$ cat config.mk
export PLATFORM = sky130hd
export DESIGN_NAME = mat_stream_driver
export DESIGN_NICKNAME = d
export VERILOG_FILES = /design/src/rtl/mat_stream_driver.sv
export SDC_FILE = /design/constraint.sdc
export NUM_CORES = 1
export LEC_CHECK = 0
export ABC_AREA = 0
export ABC_CLOCK_PERIOD_IN_PS = 3700
export CORE_MARGIN = 2
export CORE_UTILIZATION = 52
export CTS_CLUSTER_DIAMETER = 150
export DETAILED_ROUTE_END_ITERATION = 7
export PLACE_DENSITY = 0.88
export SETUP_SLACK_MARGIN = 0.05
export SYNTH_ARGS = -nofsm -noshare
export SYNTH_HDL_FRONTEND = slang
export SYNTH_SLANG_ARGS = --single-unit
$ cat constraint.sdc
create_clock -name s00_axi_aclk -period 3.7 [get_ports s00_axi_aclk]
set_input_delay 0.555 -clock s00_axi_aclk [delete_from_list [all_inputs] [get_ports s00_axi_aclk]]
set_output_delay 0.555 -clock s00_axi_aclk [all_outputs]
set_load 0.005 [all_outputs]
$ cat src/rtl/mat_stream_driver.sv
// mat_stream_driver
//   Drives one test matrix (ramp or identity) out on an AXI-Stream master and
//   checks the framing of the result matrix coming back on an AXI-Stream
//   slave, keeping a modular checksum of every correctly framed result.
//
// Build option:
//   MAT_STREAM_DRIVER_ROW_GAP_EN  when defined, tvalid drops for one cycle
//                                 after each completed row except the last.
//
// Parameters:
//   DIM_LOG     log2 of the matrix dimension (DIM = 2**DIM_LOG)
//   DATA_WIDTH  stream word width
//
// Ports:
//   s00_axi_aclk     in   clock, all logic on the rising edge
//   s00_axi_aresetn  in   synchronous active-low reset
//   start            in   begin sending one matrix (ignored while sending)
//   sel              in   0 = ramp matrix, 1 = identity matrix
//   m00_axis_*       out  matrix stream (tvalid/tdata/tstrb/tlast), tready in
//   s00_axis_*       in   result stream (tvalid/tdata/tlast), tready out
//   tx_busy          out  matrix transmit in progress
//   rx_done          out  one-cycle pulse, a correctly framed result arrived
//   rx_err           out  sticky framing error, cleared by reset or by start
//   rx_sum           out  checksum of the last correctly framed result
//   tx_state         out  current TX FSM state (0 = IDLE, 1 = SEND)
//
// Handshake: a beat transfers on a rising edge where tvalid and tready are
// both 1. While tvalid is 1 and tready is 0 the master holds tdata/tlast
// stable; tvalid never depends on tready.

module mat_stream_driver #(
    parameter int DIM_LOG    = 6,
    parameter int DATA_WIDTH = 32
) (
    input  logic                    s00_axi_aclk,
    input  logic                    s00_axi_aresetn,
    input  logic                    start,
    input  logic                    sel,
    output logic                    m00_axis_tvalid,
    output logic [DATA_WIDTH-1:0]   m00_axis_tdata,
    output logic [DATA_WIDTH/8-1:0] m00_axis_tstrb,
    output logic                    m00_axis_tlast,
    input  logic                    m00_axis_tready,
    input  logic                    s00_axis_tvalid,
    input  logic [DATA_WIDTH-1:0]   s00_axis_tdata,
    input  logic                    s00_axis_tlast,
    output logic                    s00_axis_tready,
    output logic                    tx_busy,
    output logic                    rx_done,
    output logic                    rx_err,
    output logic [DATA_WIDTH-1:0]   rx_sum,
    output logic                    tx_state
);

    localparam int SIZE_LOG = 2 * DIM_LOG;

    typedef enum logic {
        IDLE = 1'b0,
        SEND = 1'b1
    } tx_state_t;

    // ------------------------------------------------------------------
    // TX path
    // ------------------------------------------------------------------
    tx_state_t             state_q, state_d;
    logic [SIZE_LOG-1:0]   idx_q, idx_d;
    logic                  sel_q, sel_d;
    logic                  start_clr;
    logic                  tx_valid;
    logic                  beat_last;
    logic                  row_end;
    logic                  diag;
`ifdef MAT_STREAM_DRIVER_ROW_GAP_EN
    logic                  gap_q, gap_d;
`endif

    // SIZE-1 and DIM-1 are all-ones in their fields, so compare against '1.
    assign beat_last = (idx_q == '1);
    assign row_end   = (idx_q[DIM_LOG-1:0] == '1);
    assign diag      = (idx_q[SIZE_LOG-1:DIM_LOG] == idx_q[DIM_LOG-1:0]);

    always_comb begin
        state_d   = state_q;
        idx_d     = idx_q;
        sel_d     = sel_q;
        start_clr = 1'b0;
        tx_valid  = 1'b0;
`ifdef MAT_STREAM_DRIVER_ROW_GAP_EN
        gap_d     = 1'b0;
`endif
        case (state_q)
            IDLE: begin
                if (start) begin
                    state_d   = SEND;
                    idx_d     = '0;
                    sel_d     = sel;
                    start_clr = 1'b1;
                end
            end
            SEND: begin
`ifdef MAT_STREAM_DRIVER_ROW_GAP_EN
                tx_valid = !gap_q;
`else
                tx_valid = 1'b1;
`endif
                if (tx_valid && m00_axis_tready) begin
                    idx_d = idx_q + 1'b1;
                    if (beat_last) begin
                        state_d = IDLE;
                    end
`ifdef MAT_STREAM_DRIVER_ROW_GAP_EN
                    gap_d = row_end && !beat_last;
`endif
                end
            end
            default: begin
                state_d = IDLE;
            end
        endcase
    end

    always_ff @(posedge s00_axi_aclk) begin
        if (!s00_axi_aresetn) begin
            state_q <= IDLE;
            idx_q   <= '0;
            sel_q   <= 1'b0;
`ifdef MAT_STREAM_DRIVER_ROW_GAP_EN
            gap_q   <= 1'b0;
`endif
        end else begin
            state_q <= state_d;
            idx_q   <= idx_d;
            sel_q   <= sel_d;
`ifdef MAT_STREAM_DRIVER_ROW_GAP_EN
            gap_q   <= gap_d;
`endif
        end
    end

    // Beat contents come straight from the registered index, so they stay
    // stable for as long as a beat is stalled. Outside a valid beat the bus
    // reads zero.
    always_comb begin
        m00_axis_tdata = '0;
        if (tx_valid) begin
            m00_axis_tdata = sel_q ? DATA_WIDTH'(diag) : DATA_WIDTH'(idx_q);
        end
    end

    assign m00_axis_tvalid = tx_valid;
    assign m00_axis_tlast  = tx_valid && beat_last;
    assign m00_axis_tstrb  = '1;
    assign tx_busy         = (state_q == SEND);
    assign tx_state        = state_q;

    // unused when the row-gap option is off
    logic unused_row_end;
    assign unused_row_end = row_end;

    // ------------------------------------------------------------------
    // RX path (independent of TX except for the error clear on start)
    // ------------------------------------------------------------------
    logic                  rx_ready_q;
    logic [SIZE_LOG-1:0]   rx_cnt_q;
    logic [DATA_WIDTH-1:0] rx_run_q;
    logic [DATA_WIDTH-1:0] rx_run_next;
    logic                  rx_accept;
    logic                  rx_cnt_full;

    assign rx_accept   = s00_axis_tvalid && rx_ready_q;
    assign rx_cnt_full = (rx_cnt_q == '1);
    assign rx_run_next = rx_run_q + s00_axis_tdata;

    always_ff @(posedge s00_axi_aclk) begin
        if (!s00_axi_aresetn) begin
            rx_ready_q <= 1'b0;
            rx_cnt_q   <= '0;
            rx_run_q   <= '0;
            rx_sum     <= '0;
            rx_done    <= 1'b0;
            rx_err     <= 1'b0;
        end else begin
            rx_ready_q <= 1'b1;
            rx_done    <= 1'b0;
            // A start clears the sticky error; a framing error on the same
            // edge overrides that clear below.
            if (start_clr) begin
                rx_err <= 1'b0;
            end
            if (rx_accept) begin
                if (rx_cnt_full && s00_axis_tlast) begin
                    rx_sum   <= rx_run_next;
                    rx_done  <= 1'b1;
                    rx_cnt_q <= '0;
                    rx_run_q <= '0;
                end else if (s00_axis_tlast || rx_cnt_full) begin
                    // early tlast, or missing tlast on the final beat
                    rx_err   <= 1'b1;
                    rx_cnt_q <= '0;
                    rx_run_q <= '0;
                end else begin
                    rx_cnt_q <= rx_cnt_q + 1'b1;
                    rx_run_q <= rx_run_next;
                end
            end
        end
    end

    assign s00_axis_tready = rx_ready_q;

endmodule
==> results.txt <==
----------------------------------------------------
[Outcome]
  Outcome ... finished clean

[STA]
  Final Slew Violations ... 0
  Total count of hold-check failures in the final report ... 0
  Max transition margin ... 57.2%
  Final setup violation count ... 0
  Final worst slack ... 0.361 ns
  Worst hold slack ... 0.470 ns
  Share of the clock period used by the worst path after layout ... 90.2%
  Setup clock skew after layout ... 0.0124 ns
  Highest attainable clock frequency ... 300 MHz
  Total Neg Setup Slack ... 0 ns
  RSZ-0062 raised after global routing ... no
  Transition time at the pin with the least slew margin ... 0.641 ns
  Final min period ... 3.34 ns

[Setup path]
  CP max stage delay ... 0.42 ns
  Total number of cells along the worst setup path ... 12
  Required @ worst endpoint ... 3.94 ns
  R2r endpoint ... rx_run_q[20]$_SDFFE_PN0P_
  Most Frequent Cell on Critical Path ... o21ai_1
  Worst Reg-to-Reg Cells ... 11
  Reg-to-reg critical path startpoint ... rx_run_q[0]$_SDFFE_PN0P_
  Startpoint type of the worst setup path ... input pin
  Crit path from ... s00_axis_tdata[0]
  Kind of critical path ... in2reg
  Crit end category ... register
  Slowest cell on the critical path ... clkdlybuf4s50_1
  CP bufs+invs ... 1
  Arrival time worst endpoint ... 3.58 ns
  Crit-path max FO ... 3
  Top delay family on crit path ... compound AO/OA/AOI/OAI gates
  Cells along the critical path ... clkdlybuf4s50_1, ha_1, fa_1, a21oi_1, o21ai_1, a211oi_1, nor2_1, a31oi_1, o21ai_1, a41oi_1, xor2_1, o21ai_0
  Setup slack of the worst register-to-register path ... 0.66 ns
  Destination of the critical timing path ... rx_run_q[20]$_SDFFE_PN0P_

[Yosys]
  Flip-flop and latch count after synthesis ... 93
  Proportion of synthesized chip area in sequential cells ... 33.3%
  Share of the synthesized area in the top cell type ... 33.3%
  Number of enable flip-flop cells after synthesis ... 0
  Cell taking the most area after synthesis ... dfxtp_1
  Top area cells in the synthesized netlist ... dfxtp_1, ha_1, nand2_1, xor2_1, buf_4
  Area of the mapped netlist ... 5590 um2
  Synthesized instance count ... 673
  Number of library cell types mapped by synthesis ... 64
  Synth cell count leaders ... nand2_1, dfxtp_1, nor2_1
  Most used flip-flop cell after synthesis ... dfxtp_1
  Avg Cell Area, Syn ... 8.30 um2
  Share of synthesized flip-flops with an asynchronous set or reset ... 0%
  Number of warnings issued by yosys ... 0
  Most frequently used cell type in the post-synthesis netlist ... nand2_1

[Clock network]
  TritonCTS clock tree ... done
  CTS H-tree depth ... 3
  Resized cells post-CTS ... 0
  Number of buffers added to fix hold violations after cts ... 0
  Clock tree root driver cell ... clkbuf_8
  Clock tree sinks ... 93
  Post CTS Setup Buffer Count ... 0
  Number of buffers created by CTS ... 9
  Latest clock arrival within the worst-skew pair ... 0.38 ns
  Maximum root-to-sink buffer count ... 2
  Clock slew at reported path FFs ... 0.09 ns

[Hold path]
  Hold_sp ... rx_run_q[24]$_SDFFE_PN0P_
  Worst hold path class ... reg2reg

[GRT]
  Total Routing Usage GR ... 23.8%
  Residual overflow from global routing ... 0
  Initial antenna violation count ... 0
  Wire length of the first global-routing pass ... 22300 um
  Largest net degree at the start of global routing ... 43
  Vias in the first global route ... 4765

[Cells and area]
  Fraction of final layout cells with drive strength greater than 1 ... 4.44%
  Synth-to-layout area growth ... 17.3%
  Count of nets after finishing ... 811
  Fillers ... 883
  Diode count ... 0

[Detailed routing]
  Vias ... 4890
  Detailed-router iteration count before antenna repair ... 6
  Detailed router's first-iteration violation count ... 342
  Post-route antenna net violation count ... 0
  Final wirelength ... 13200 um
  Mean number of vias per cell ... 5.56
  WL per Instance ... 15.1 um
  Drt drc ... 0

[Power]
  Static leakage power ... 2.56 nW
  Pwr Total ... 0.00214 W
  Total power divided by cell area ... 327 nW/um2
  Peak ir drop on the vdd network ... 165 uV

[Die]
  Chip Height ... 108 um
  Die width ... 108 um
  Initial core utilization ... 53.9%
  Core region area ... 10400 um2
  Die Area ... 11600 um2
  Number of primary I/O pins ... 114
  Row count ... 37

[Placement]
  Post-placement setup slack ... 0.0572 ns
  PortBufs ... 89
  Weighted congestion reported at the end of routability-driven placement ... 0.953
  HPWL after DPL ... 9870 um

[Run]
  Number of max-capacitance violations reported ... 0

----------------------------------------------------
## placed cells by master (no fill, tap or decap), drive strengths merged, types with 3 or more instances in the layout
master	count
a21oi	26
and2	21
nand3	30
clkbuf	9
nor2	39
a22oi	19
nor3b	4
nor3	10
xor2	27
nand3b	6
a31oi	11
inv	10
o21ai	35
mux2i	3
a21o	14
dfxtp	93
clkinv	3
nand2b	3
conb	24
xnor2	21
nand2	100
and3	4
buf	6
ha	33
nor2b	27
o221ai	4
a21boi	23
a22o	7
nand4	14
clkdlybuf4s50	88
## metal layers
| layer | vias up | part of all wire (%) | GRT usage (%) |
|---|---|---|---|
| met5 | - | 0 | 0 |
| met2 | 149 | 49 | 40.7 |
| met4 | 0 | 2.8 | 11.0 |
| met3 | 27 | 4.3 | 3.03 |
| met1 | 2275 | 43 | 29.8 |
| li1 | 2439 | - | - |
## registers in the layout, summed over array words and instances, names as in the netlist
signal,flops
idx_q,12
tx_busy,1
rx_run_q,32
rx_done,1
s00_axis_tready,1
rx_cnt_q,12
rx_err,1
rx_sum,32
sel_q,1
## kinds of logic after synthesis
group | Yosys count | share of synthesized area (%)
compound gates | 156 | 18.7
xor+xnor | 48 | 7.53
fa+ha+maj | 34 | 7.75
buf+inv | 70 | 8.49
flops | 93 | 33.3
mux | 3 | 0.538
other cells | 2 | 0.134
simple gates | 267 | 23.5
## worst reg2reg max path, cell delays in order, from the launching register on
cell,delay (ns)
dfxtp_1,0.33
ha_1,0.21
fa_1,0.40
a21oi_1,0.19
o21ai_1,0.12
a211oi_1,0.36
nor2_1,0.13
a31oi_1,0.29
o21ai_1,0.19
a41oi_1,0.41
xor2_1,0.18
o21ai_0,0.10
## metrics by stage
step,instance area [um2],utilization (%),instances
after global routing,6550,63.2,879
after detailed placement,6320,61.0,863
final,6550,63.2,879
after CTS,6550,63.2,879
after floorplan,5670,-,695
after global placement,6320,61.0,863
## cell type report
class                      instances  area [um2]  area share [%]
clock buffer                       9         124            1.89
clock inverter                     7         106            1.62
inverter                           8        30.0           0.458
multi-input combinational        532        3340            50.9
sequential                        93        1860            28.4
tap                              136         170            2.60
timing repair buffer              94         923            14.1
## where the power goes
group	switching [W]	leakage [nW]	total [W]	internal, W
Combinational	0.000183	1.70	0.000328	0.000145
Sequential	0.0000178	0.752	0.00104	0.00102
Clock	0.000385	0.116	0.000776	0.000391
## worst min-delay path by stage
stage / endpoint / depth (start not counted)
floorplan: rx_run_q[18]$_SDFFE_PN0P_ / 2
global placement: rx_run_q[26]$_SDFFE_PN0P_ / 2
detailed placement: rx_run_q[26]$_SDFFE_PN0P_ / 2
CTS: rx_run_q[30]$_SDFFE_PN0P_ / 2
global route: rx_sum[5]$_SDFFE_PN0P_ / 2
finish: rx_run_q[24]$_SDFFE_PN0P_ / 2
Note: power is estimated with default switching activity, not from simulation.
